<file path="src/rtl/mem_port_arb_pkg.sv">
// rtl/mem_port_arb_pkg.sv - shared constants and types for the memory port arbiter
package mem_port_arb_pkg;

   localparam int DEF_ADDR_W     = 32;
   localparam int DEF_DATA_W     = 32;
   localparam int DEF_MAX_OUT    = 4;
   localparam int DEF_STARVE_MAX = 8;

   // Source tags stored per outstanding read
   localparam logic PORT_LSU = 1'b0;
   localparam logic PORT_IF  = 1'b1;

   typedef enum logic {
      NORMAL = 1'b0,
      AGED   = 1'b1
   } arb_mode_t;

endpackage

</file>
<file path="src/rtl/mem_port_arb_if.sv">
// rtl/mem_port_arb_if.sv - requester, memory and response signals of the shared memory port
interface mem_port_arb_if
   import mem_port_arb_pkg::*;
#(
   parameter int ADDR_W = DEF_ADDR_W,
   parameter int DATA_W = DEF_DATA_W
) ();

   logic              req0_v, req1_v;
   logic [ADDR_W-1:0] req0_addr, req1_addr;
   logic              req0_we, req1_we;
   logic [DATA_W-1:0] req0_wdata, req1_wdata;
   logic              req0_rdy, req1_rdy;

   logic              m_v;
   logic [ADDR_W-1:0] m_addr;
   logic              m_we;
   logic [DATA_W-1:0] m_wdata;
   logic              m_rdy;
   logic              m_rv;
   logic [DATA_W-1:0] m_rdata;

   logic              rsp0_v, rsp1_v;
   logic [DATA_W-1:0] rsp_data;

   // Arbiter side
   modport slave (
      input  req0_v, req0_addr, req0_we, req0_wdata,
      input  req1_v, req1_addr, req1_we, req1_wdata,
      input  m_rdy, m_rv, m_rdata,
      output req0_rdy, req1_rdy,
      output m_v, m_addr, m_we, m_wdata,
      output rsp0_v, rsp1_v, rsp_data
   );

   // Requesters and memory side
   modport master (
      output req0_v, req0_addr, req0_we, req0_wdata,
      output req1_v, req1_addr, req1_we, req1_wdata,
      output m_rdy, m_rv, m_rdata,
      input  req0_rdy, req1_rdy,
      input  m_v, m_addr, m_we, m_wdata,
      input  rsp0_v, rsp1_v, rsp_data
   );

endinterface

</file>
<file path="src/rtl/mem_port_arb_tag_fifo.sv">
// rtl/mem_port_arb_tag_fifo.sv - synchronous in-order FIFO holding source tags of outstanding reads
module tag_fifo #(
   parameter int DEPTH = 4,
   parameter int WIDTH = 1
) (
   input  logic                   clk,
   input  logic                   reset,
   input  logic                   push,
   input  logic [WIDTH-1:0]       push_data,
   input  logic                   pop,
   output logic                   full,
   output logic                   empty,
   output logic [$clog2(DEPTH):0] count,
   output logic [WIDTH-1:0]       head
);

   localparam int AW = $clog2(DEPTH);
   localparam int CW = AW + 1;

   logic [WIDTH-1:0] mem [DEPTH];
   logic [AW-1:0]    wr_ptr, rd_ptr;
   logic             do_push, do_pop;

   // Full is judged on the count at cycle start, so a simultaneous pop does not free a slot early
   assign full    = (count == CW'(DEPTH));
   assign empty   = (count == '0);
   assign do_push = push && !full;
   assign do_pop  = pop && !empty;
   assign head    = mem[rd_ptr];

   // Pointers wrap naturally because DEPTH is a power of two
   always_ff @(posedge clk) begin
      if (reset) begin
         wr_ptr <= '0;
         rd_ptr <= '0;
         count  <= '0;
      end else begin
         if (do_push) wr_ptr <= wr_ptr + 1'b1;
         if (do_pop)  rd_ptr <= rd_ptr + 1'b1;
         count <= count + CW'(do_push) - CW'(do_pop);
      end
   end

   // Tag storage needs no reset; entries are only read while counted valid
   always_ff @(posedge clk) begin
      if (do_push) mem[wr_ptr] <= push_data;
   end

endmodule

</file>
<file path="src/rtl/mem_port_arb.sv">
// rtl/mem_port_arb.sv - two-port arbiter with aging and in-order response routing for the memory port
module mem_port_arb
   import mem_port_arb_pkg::*;
#(
   parameter int ADDR_W     = DEF_ADDR_W,
   parameter int DATA_W     = DEF_DATA_W,
   parameter int MAX_OUT    = DEF_MAX_OUT,
   parameter int STARVE_MAX = DEF_STARVE_MAX
) (
   input  logic          clk,
   input  logic          reset,
   input  logic          pause,
   mem_port_arb_if.slave bus,
   output logic          busy,
   output logic          err
);

   localparam int CNT_W  = $clog2(STARVE_MAX + 1);
   localparam int OUT_CW = $clog2(MAX_OUT) + 1;
   localparam logic [CNT_W-1:0] STARVE_LIM = CNT_W'(STARVE_MAX);

   arb_mode_t        mode, mode_nxt;
   logic [CNT_W-1:0] starve_cnt;
   logic             full, empty, head;
   logic [OUT_CW-1:0] tag_count;
   logic             elig0, elig1, aged, sel0, sel1, acc1, push, pop;

   // Writes push no tag, so they stay eligible while the tag FIFO is full
   assign elig0 = !pause && bus.req0_v && (bus.req0_we || !full);
   assign elig1 = !pause && bus.req1_v && (bus.req1_we || !full);

   // Aging takes effect in the very cycle the counter saturates
   assign aged = (mode == AGED) || (starve_cnt == STARVE_LIM);
   assign sel1 = elig1 && (aged || !elig0);
   assign sel0 = elig0 && !sel1;

   assign bus.req0_rdy = sel0 && bus.m_rdy;
   assign bus.req1_rdy = sel1 && bus.m_rdy;
   assign acc1         = bus.req1_rdy;

   // Mux the granted port onto the memory request bus; fields are zero when idle
   always_comb begin
      bus.m_v     = 1'b0;
      bus.m_addr  = '0;
      bus.m_we    = 1'b0;
      bus.m_wdata = '0;
      if (sel1) begin
         bus.m_v     = 1'b1;
         bus.m_addr  = bus.req1_addr;
         bus.m_we    = bus.req1_we;
         bus.m_wdata = bus.req1_wdata;
      end else if (sel0) begin
         bus.m_v     = 1'b1;
         bus.m_addr  = bus.req0_addr;
         bus.m_we    = bus.req0_we;
         bus.m_wdata = bus.req0_wdata;
      end
   end

   assign push = (sel0 || sel1) && bus.m_rdy && !bus.m_we;
   assign pop  = bus.m_rv && !empty;

   tag_fifo #(
      .DEPTH (MAX_OUT),
      .WIDTH (1)
   ) u_tags (
      .clk       (clk),
      .reset     (reset),
      .push      (push),
      .push_data (sel1 ? PORT_IF : PORT_LSU),
      .pop       (pop),
      .full      (full),
      .empty     (empty),
      .count     (tag_count),
      .head      (head)
   );

   assign bus.rsp0_v   = pop && (head == PORT_LSU);
   assign bus.rsp1_v   = pop && (head == PORT_IF);
   assign bus.rsp_data = bus.m_rdata;
   assign busy         = (tag_count != '0);

   // Arbitration mode register
   always_ff @(posedge clk) begin
      if (reset) mode <= NORMAL;
      else       mode <= mode_nxt;
   end

   // Enter AGED on saturation, leave once fetch has been served
   always_comb begin
      mode_nxt = mode;
      case (mode)
         NORMAL: if (starve_cnt == STARVE_LIM && !acc1) mode_nxt = AGED;
         AGED:   if (acc1) mode_nxt = NORMAL;
         default: mode_nxt = NORMAL;
      endcase
   end

   // Count consecutive denied fetch cycles; frozen while paused
   always_ff @(posedge clk) begin
      if (reset || !bus.req1_v || acc1) begin
         starve_cnt <= '0;
      end else if (!pause && starve_cnt != STARVE_LIM) begin
         starve_cnt <= starve_cnt + 1'b1;
      end
   end

   // Sticky flag for a response arriving with no read outstanding
   always_ff @(posedge clk) begin
      if (reset)                  err <= 1'b0;
      else if (bus.m_rv && empty) err <= 1'b1;
   end

endmodule

</file>
<file path="src/flat_wrapper.sv">
// flat-port wrapper written by rule: the top's interface ports become plain ports
module mem_port_arb_flat import mem_port_arb_pkg::*;
#(
   parameter int ADDR_W     = DEF_ADDR_W,
   parameter int DATA_W     = DEF_DATA_W,
   parameter int MAX_OUT    = DEF_MAX_OUT,
   parameter int STARVE_MAX = DEF_STARVE_MAX
)
  (clk, reset, pause, busy, err, bus_req0_v, bus_req0_addr, bus_req0_we, bus_req0_wdata, bus_req1_v, bus_req1_addr, bus_req1_we, bus_req1_wdata, bus_m_rdy, bus_m_rv, bus_m_rdata, bus_req0_rdy, bus_req1_rdy, bus_m_v, bus_m_addr, bus_m_we, bus_m_wdata, bus_rsp0_v, bus_rsp1_v, bus_rsp_data);
  mem_port_arb_if #(.ADDR_W(ADDR_W), .DATA_W(DATA_W)) bus_i ();
  input  logic clk;
  input  logic reset;
  input  logic pause;
  output logic busy;
  output logic err;
  input wire logic [$bits(bus_i.req0_v)-1:0] bus_req0_v;
  input wire logic [$bits(bus_i.req0_addr)-1:0] bus_req0_addr;
  input wire logic [$bits(bus_i.req0_we)-1:0] bus_req0_we;
  input wire logic [$bits(bus_i.req0_wdata)-1:0] bus_req0_wdata;
  input wire logic [$bits(bus_i.req1_v)-1:0] bus_req1_v;
  input wire logic [$bits(bus_i.req1_addr)-1:0] bus_req1_addr;
  input wire logic [$bits(bus_i.req1_we)-1:0] bus_req1_we;
  input wire logic [$bits(bus_i.req1_wdata)-1:0] bus_req1_wdata;
  input wire logic [$bits(bus_i.m_rdy)-1:0] bus_m_rdy;
  input wire logic [$bits(bus_i.m_rv)-1:0] bus_m_rv;
  input wire logic [$bits(bus_i.m_rdata)-1:0] bus_m_rdata;
  output wire logic [$bits(bus_i.req0_rdy)-1:0] bus_req0_rdy;
  output wire logic [$bits(bus_i.req1_rdy)-1:0] bus_req1_rdy;
  output wire logic [$bits(bus_i.m_v)-1:0] bus_m_v;
  output wire logic [$bits(bus_i.m_addr)-1:0] bus_m_addr;
  output wire logic [$bits(bus_i.m_we)-1:0] bus_m_we;
  output wire logic [$bits(bus_i.m_wdata)-1:0] bus_m_wdata;
  output wire logic [$bits(bus_i.rsp0_v)-1:0] bus_rsp0_v;
  output wire logic [$bits(bus_i.rsp1_v)-1:0] bus_rsp1_v;
  output wire logic [$bits(bus_i.rsp_data)-1:0] bus_rsp_data;
  assign bus_i.req0_v = bus_req0_v;
  assign bus_i.req0_addr = bus_req0_addr;
  assign bus_i.req0_we = bus_req0_we;
  assign bus_i.req0_wdata = bus_req0_wdata;
  assign bus_i.req1_v = bus_req1_v;
  assign bus_i.req1_addr = bus_req1_addr;
  assign bus_i.req1_we = bus_req1_we;
  assign bus_i.req1_wdata = bus_req1_wdata;
  assign bus_i.m_rdy = bus_m_rdy;
  assign bus_i.m_rv = bus_m_rv;
  assign bus_i.m_rdata = bus_m_rdata;
  assign bus_req0_rdy = bus_i.req0_rdy;
  assign bus_req1_rdy = bus_i.req1_rdy;
  assign bus_m_v = bus_i.m_v;
  assign bus_m_addr = bus_i.m_addr;
  assign bus_m_we = bus_i.m_we;
  assign bus_m_wdata = bus_i.m_wdata;
  assign bus_rsp0_v = bus_i.rsp0_v;
  assign bus_rsp1_v = bus_i.rsp1_v;
  assign bus_rsp_data = bus_i.rsp_data;
  mem_port_arb #(.ADDR_W(ADDR_W), .DATA_W(DATA_W), .MAX_OUT(MAX_OUT), .STARVE_MAX(STARVE_MAX)) u_core (.clk(clk), .reset(reset), .pause(pause), .bus(bus_i), .busy(busy), .err(err));
endmodule
</file>
<file path="config.mk">
export PLATFORM = sky130hd
export DESIGN_NAME = mem_port_arb_flat
export DESIGN_NICKNAME = d
export VERILOG_FILES = /design/src/rtl/mem_port_arb_pkg.sv /design/src/rtl/mem_port_arb_if.sv /design/src/rtl/mem_port_arb_tag_fifo.sv /design/src/rtl/mem_port_arb.sv /design/src/flat_wrapper.sv
export SDC_FILE = /design/constraint.sdc
export NUM_CORES = 1
export LEC_CHECK = 0
export CORE_AREA = 2 2 106 108
export CTS_BUF_LIST = sky130_fd_sc_hd__clkbuf_4
export DETAILED_ROUTE_END_ITERATION = 16
export DIE_AREA = 0 0 108 110
export REMOVE_ABC_BUFFERS = 1
export SYNTH_ARGS = -nofsm -noshare
export SYNTH_HDL_FRONTEND = slang
export SYNTH_HIERARCHICAL = 1
export SYNTH_SLANG_ARGS = --single-unit
export TNS_END_PERCENT = 20
</file>
<file path="constraint.sdc">
create_clock -name clk -period 3.95 [get_ports clk]
set_input_delay 0.9875 -clock clk [delete_from_list [all_inputs] [get_ports clk]]
set_output_delay 0.9875 -clock clk [all_outputs]
set_load 0.02 [all_outputs]
</file>
==> results of run 1 <==
## path summary, 6_finish.rpt
| kind | from | to | slack, ns | cells after the start |
|---|---|---|---|---|
| max | bus_req0_we | bus_m_wdata[15] | 0.07 | 8 |
| min | u_core/err$_SDFFE_PP0P_ | u_core/err$_SDFFE_PP0P_ | 0.49 | 2 |
| max reg2reg | u_core/u_tags/count[1]$_SDFF_PP0_ | u_core/u_tags/count[2]$_SDFF_PP0_ | 0.58 | 17 |
| min reg2reg | u_core/err$_SDFFE_PP0P_ | u_core/err$_SDFFE_PP0P_ | 0.49 | 2 |
## logic make-up after synthesis
kind of cell | after synthesis
AO/OA/AOI/OAI | 80
buffers and inverters | 59
AND/OR/NAND/NOR | 42
flip-flops | 19
adder cells (fa/ha/maj) | 9
XOR/XNOR | 4
multiplexers | 2
## power groups by stage
stage	Combinational (uW)	Sequential (uW)	Clock, uW
finish	714	254	102
global route	768	260	115
CTS	712	253	106
detailed placement	735	258	0
global placement	730	255	0
floorplan	335	254	0
## area by class of cell
class | count | area [sq um]
clock buffer | 4 | 30.0
tap | 140 | 175
fill | 1123 | 6720
sequential | 19 | 420
inverter | 12 | 45.0
timing repair buffer | 222 | 2150
multi-input combinational | 137 | 1160
## per-layer routing
layer,global-route usage,vias to the layer above,wire (um)
li1,-,1130,-
met4,0.0220,2,39
met5,0.0313,-,34
met2,0.250,151,5000
met1,0.204,1104,4170
met3,0.0947,8,1320
## what timing repair did
item	4_1_cts	5_1_grt
gates resized for setup	106	52
pin swaps	0	3
setup endpoints to repair	63	51
hold endpoints to repair	0	0
gates cloned	1	0
## worst reg2reg max path: stages, from the launching register on
cell and delay (ns):
dfxtp_1 0.55, nor3b_2 0.15, nor2b_1 0.17, buf_4 0.14
nor4b_4 0.34, nor2_4 0.09, a221oi_2 0.27, inv_1 0.10
nor2_2 0.11, inv_1 0.05, ha_1 0.28, inv_1 0.06
ha_1 0.14, inv_1 0.06, fa_2 0.37, xor2_2 0.16
and2_1 0.18, nor3_2 0.09
## stage by stage
step	power, uW	cells	util	TNS (ns)	area [sq um]
2_1_floorplan	589	168	-	-72.32	1590
3_3_place_gp	985	529	0.372	-10.70	3980
3_5_place_dp	993	529	0.372	-12.96	3980
4_1_cts	1070	534	0.375	0	4010
5_1_grt	1140	534	0.372	-0.0244	3980
6_report	1070	534	0.372	0	3980
## cells in the final DEF (no fill, tap or decap), drive strengths merged, types with 3 or more instances in the layout
cell type,n
dlygate4sd2,12
nand2b,4
clkdlybuf4s15,32
nor2,12
ha,8
nor3,4
or3,3
o21ai,3
xor2,3
and2,6
inv,12
clkbuf,23
nand2,3
a21oi,5
a22o,65
dfxtp,15
nor2b,4
clkdlybuf4s50,141
edfxtp,4
buf,16
==> reports/qor.csv, run 1 <==
stage;metric;value;unit
outcome;status;completed;
logic_synthesis;synth-xor-area-share;0.0181;
setup_path;critPathCaptureType;output pin;
cells_and_area;syn_to_final_growth;106;%
clocking;cts_tree;done;
setup_path;max_stage_delay;0.49;ns
pwr;switchingPower;423;uW
logic_synthesis;synthFlopType;dfxtp_1;
logic_synthesis;synth-async-reset-ratio;0;
logic_synthesis;syn-instance-count;215;
route;drt-pass1-iter-count;4;
sta;hold_ws;0.490;ns
route;ant_nets;0;
setup_path;critical_path_class;input pin to output pin;
setup_path;start_kind;input pin;
sta;fin_ws;0.0671;ns
route;wl;10600;um
floorplanning;core.rowCount;38;
placement;numPortBuffers;208;
grt;grt_overflow_total;0;
logic_synthesis;synth_top_family_by_area;compound AO/OA/AOI/OAI gates;
route;initialDrtViolationCount;65;
logic_synthesis;synth.top_cell.area_share;0.294;
clocking;clockBufferDepth;2;
route;post-route-drc-count;0;
pwr;intPower;646;uW
route;via_per_inst;4.49;
setup_path;arrival;2.90;ns
placement;pre_cts_ws;-0.259;ns
setup_path;critPathRequiredTime;2.96;ns
pwr;p_leak;0.00168;uW
sta;grt_setup_unrepaired;true;
setup_path;worst_path_max_delay_cell;clkdlybuf4s50_1;
clocking;clockRootBuffer;clkbuf_4;
sta;post-route-min-period;3.88;ns
cells_and_area;layout-drive-gt1-share;0.185;
pwr;power_frac_clock;0.095;
logic_synthesis;ys_types;38;
logic_synthesis;ys_warn_count;6;
sta;max_clock_freq;258;MHz
clocking;htreeDepth;1;
logic_synthesis;ys_ff_latch;19;
cells_and_area;antennaDiodeCount;0;
logic_synthesis;synth.avg_cell_area;9.00;sq um
logic_synthesis;synth-adder-area-share;0.0621;
grt;grt_max_degree;46;
clocking;cts_buffers;3;
floorplanning;core;10700;sq um
setup_path;crit_family;buffers and inverters;
sta;skew;0.00464;ns
clocking;clock_latency;0.29;ns
route;vias;2395;
logic_synthesis;yosysTopAreaCell;a22o_1;
pwr;pwr-share-comb;0.667;
clocking;cts_hold_buf;0;
sta;final-setup-viol-count;0;
placement;gp_congestion;0.786;
job;cap_violations;0;
grt;track_usage;0.164;
setup_path;cp_max_fo;45;
grt;antenna_found_initial;0;
sta;final_hold_viol_count;0;
floorplanning;ios;273;
pwr;swShare;0.396;
clocking;post-cts-setup-buffers;0;
floorplanning;die_width;108;um
setup_path;path_cells;clkdlybuf4s50_1 -> nor2b_1 -> buf_4 -> nor4b_4 -> nor2_4 -> buf_12 -> a22o_1 -> clkdlybuf4s15_1;
logic_synthesis;synth_edf_count;4;
logic_synthesis;synthMuxAreaShare;0.0168;
pwr;seqPwrFrac;0.237;
floorplanning;die_h;110;um
logic_synthesis;synth_compound_area_frac;0.350;
sta;post-route-period-util;0.983;
pwr;power.density;269;nW/um^2
placement;hpwl;8720;um
logic_synthesis;synthTopCellsByArea;a22o_1 29%, dfxtp_1 16%, buf_4 14%, edfxtp_1 6.2%, ha_1 5.2%;
sta;relSlewSlack;0.468;
grt;grt_pass1_wl;14500;um
clocking;cts.sinks;19;
pwr;peakVddDrop;0.0995;mV
route;route.detailed.wl_per_inst;19.8;um
logic_synthesis;syn-cell-area;1940;sq um
floorplanning;initial_core_util;0.181;
logic_synthesis;synthMostInstantiatedCell;a22o_1;
cells_and_area;fin_nets;573;
setup_path;critPathBufInv;4;
logic_synthesis;synth_commonest_cells;65 x a22o_1, 37 x buf_4, 15 x dfxtp_1;
sta;slew_viol_final;0;
sta;worst_pin_slew;0.788;ns
floorplanning;dieArea;11900;sq um
worst_hold_path;hold_path_class;flip-flop to flip-flop;
logic_synthesis;yosys.area_share.simple;0.133;
clocking;clk_pin_slew;0.10;ns
grt;grt_pass1_vias;2439;
logic_synthesis;yosysSeqAreaShare;0.217;
(Power assumes the default switching activity.)
==> run 2: changes to the inputs <==
- MAX_ROUTING_LAYER: unset -> met4
==> run 2 against run 1 <==
Effect of this change: worst hold slack hardly changed; critical path depth unchanged; final area stayed put; die area unchanged; setup slack got worse by 0.0027 ns; core utilization unchanged; largest cell class unchanged; via count rose by 0.88%; power barely moved; sequential power about the same; first-iteration DRC count up 18%.
==> reports/qor.csv, run 2 (synthesis results as in run 1) <==
stage;metric;value;unit
clocking;cts.sinks;19;
route;via_per_inst;4.52;
setup_path;critical_path_class;input pin to output pin;
route;initialDrtViolationCount;77;
setup_path;cp_max_fo;45;
cells_and_area;final_common_cell;clkdlybuf4s50_1;
setup_path;critPathRequiredTime;2.96;ns
clocking;clockBufferDepth;2;
cells_and_area;layout-drive-gt1-share;0.185;
cells_and_area;syn_to_final_growth;106;%
grt;grt_pass1_wl;14500;um
sta;post-route-min-period;3.89;ns
floorplanning;initial_core_util;0.181;
clocking;clk_pin_slew;0.11;ns
grt;antenna_found_initial;0;
sta;grt_setup_unrepaired;true;
clocking;clock_latency;0.29;ns
job;cap_violations;0;
cells_and_area;final_cell_mix;141 x clkdlybuf4s50_1, 65 x a22o_1, 19 x clkbuf_2;
sta;final-setup-viol-count;0;
pwr;total_power;1070;uW
pwr;power.density;268;nW/um^2
pwr;peakVddDrop;0.0996;mV
sta;worst_pin_slew;0.794;ns
route;wl;10500;um
worst_hold_path;hold_path_class;flip-flop to flip-flop;
clocking;cts_tree;done;
setup_path;critPathCaptureType;output pin;
floorplanning;core.rowCount;38;
grt;track_usage;0.168;
grt;grt_overflow_total;0;
route;post-route-drc-count;0;
grt;grt_pass1_vias;2451;
floorplanning;die_h;110;um
sta;hold_ws;0.490;ns
route;drt-pass1-iter-count;4;
clocking;cts_hold_buf;0;
route;ant_nets;0;
sta;post-route-period-util;0.984;
cells_and_area;fin_nets;573;
setup_path;arrival;2.90;ns
floorplanning;core;10700;sq um
sta;slew_viol_final;0;
cells_and_area;antennaDiodeCount;0;
sta;max_clock_freq;257;MHz
clocking;clockRootBuffer;clkbuf_4;
route;vias;2416;
outcome;status;completed;
sta;final_hold_viol_count;0;
setup_path;start_kind;input pin;
cells_and_area;fillers;1123;
placement;numPortBuffers;208;
placement;gp_congestion;0.797;
floorplanning;die_width;108;um
sta;skew;0.00612;ns
pwr;p_leak;0.00168;uW
sta;relSlewSlack;0.464;
route;route.detailed.wl_per_inst;19.7;um
floorplanning;ios;273;
grt;grt_max_degree;46;
floorplanning;dieArea;11900;sq um
clocking;cts_buffers;3;
clocking;htreeDepth;1;
placement;hpwl;8720;um
==> run 2: cell counts in the layout (fill, tap and decap cells not counted) <==
Identical to the previous run, type by type.
==> run 2: path summary, 6_finish.rpt <==
| path | slack, ns | start | endpoint | depth (start not counted) |
|---|---|---|---|---|
| worst min register to register | 0.49 | u_core/err$_SDFFE_PP0P_ | u_core/err$_SDFFE_PP0P_ | 2 |
| worst max-delay path | 0.06 | bus_req0_we | bus_m_wdata[15] | 8 |
| worst min-delay path | 0.49 | u_core/err$_SDFFE_PP0P_ | u_core/err$_SDFFE_PP0P_ | 2 |
| worst max register to register | 0.58 | u_core/u_tags/count[1]$_SDFF_PP0_ | u_core/u_tags/count[2]$_SDFF_PP0_ | 17 |
==> run 2: worst max-delay path, cell delays in order <==
cell	delay, ns
clkdlybuf4s50_1	0.49
nor2b_1	0.07
buf_4	0.14
nor4b_4	0.34
nor2_4	0.09
buf_12	0.19
a22o_1	0.27
clkdlybuf4s15_1	0.30
==> run 2: what timing repair did <==
item | in CTS | in global routing
setup endpoints to repair | 63 | 46
resized for setup | 106 | 52
gates cloned | 1 | 0
pin swaps | 0 | 3
buffers inserted | 0 | 0
==> run 2: cell type report <==
type                       instances  area (sq um)  area share
multi-input combinational        137          1160       0.293
timing repair buffer             222          2150       0.539
inverter                          12          45.0      0.0113
clock buffer                       4          30.0     0.00754
sequential                        19           420       0.106
tap                              140           175      0.0440
==> run 2: per-stage QoR <==
step	utilization	cell area [sq um]	cells	TNS, ns	setup slack (ns)
after floorplan	-	1590	168	-72.32	-1.49
after global placement	0.372	3980	529	-10.70	-0.222
after detailed placement	0.372	3980	529	-12.96	-0.259
after CTS	0.375	4010	534	0	0.000291
after global routing	0.372	3980	534	-0.0244	-0.0125
final	0.372	3980	534	0	0.0644
==> run 2: routing by layer <==
| layer | track usage | part of all wire | vias to the layer above | wire length, um |
|---|---|---|---|---|
| li1 | - | - | 1130 | - |
| met1 | 0.209 | 0.41 | 1119 | 4320 |
| met2 | 0.251 | 0.47 | 161 | 5000 |
| met3 | 0.0876 | 0.11 | 6 | 1180 |
| met4 | 0.0220 | 0.0041 | 0 | 43 |
| met5 | - | 0 | - | 0 |
==> run 2: power by group <==
group | switching [uW] | internal (uW)
clock network | 55.6 | 46.1
logic | 336 | 377
registers | 31.1 | 222
total | 423 | 646
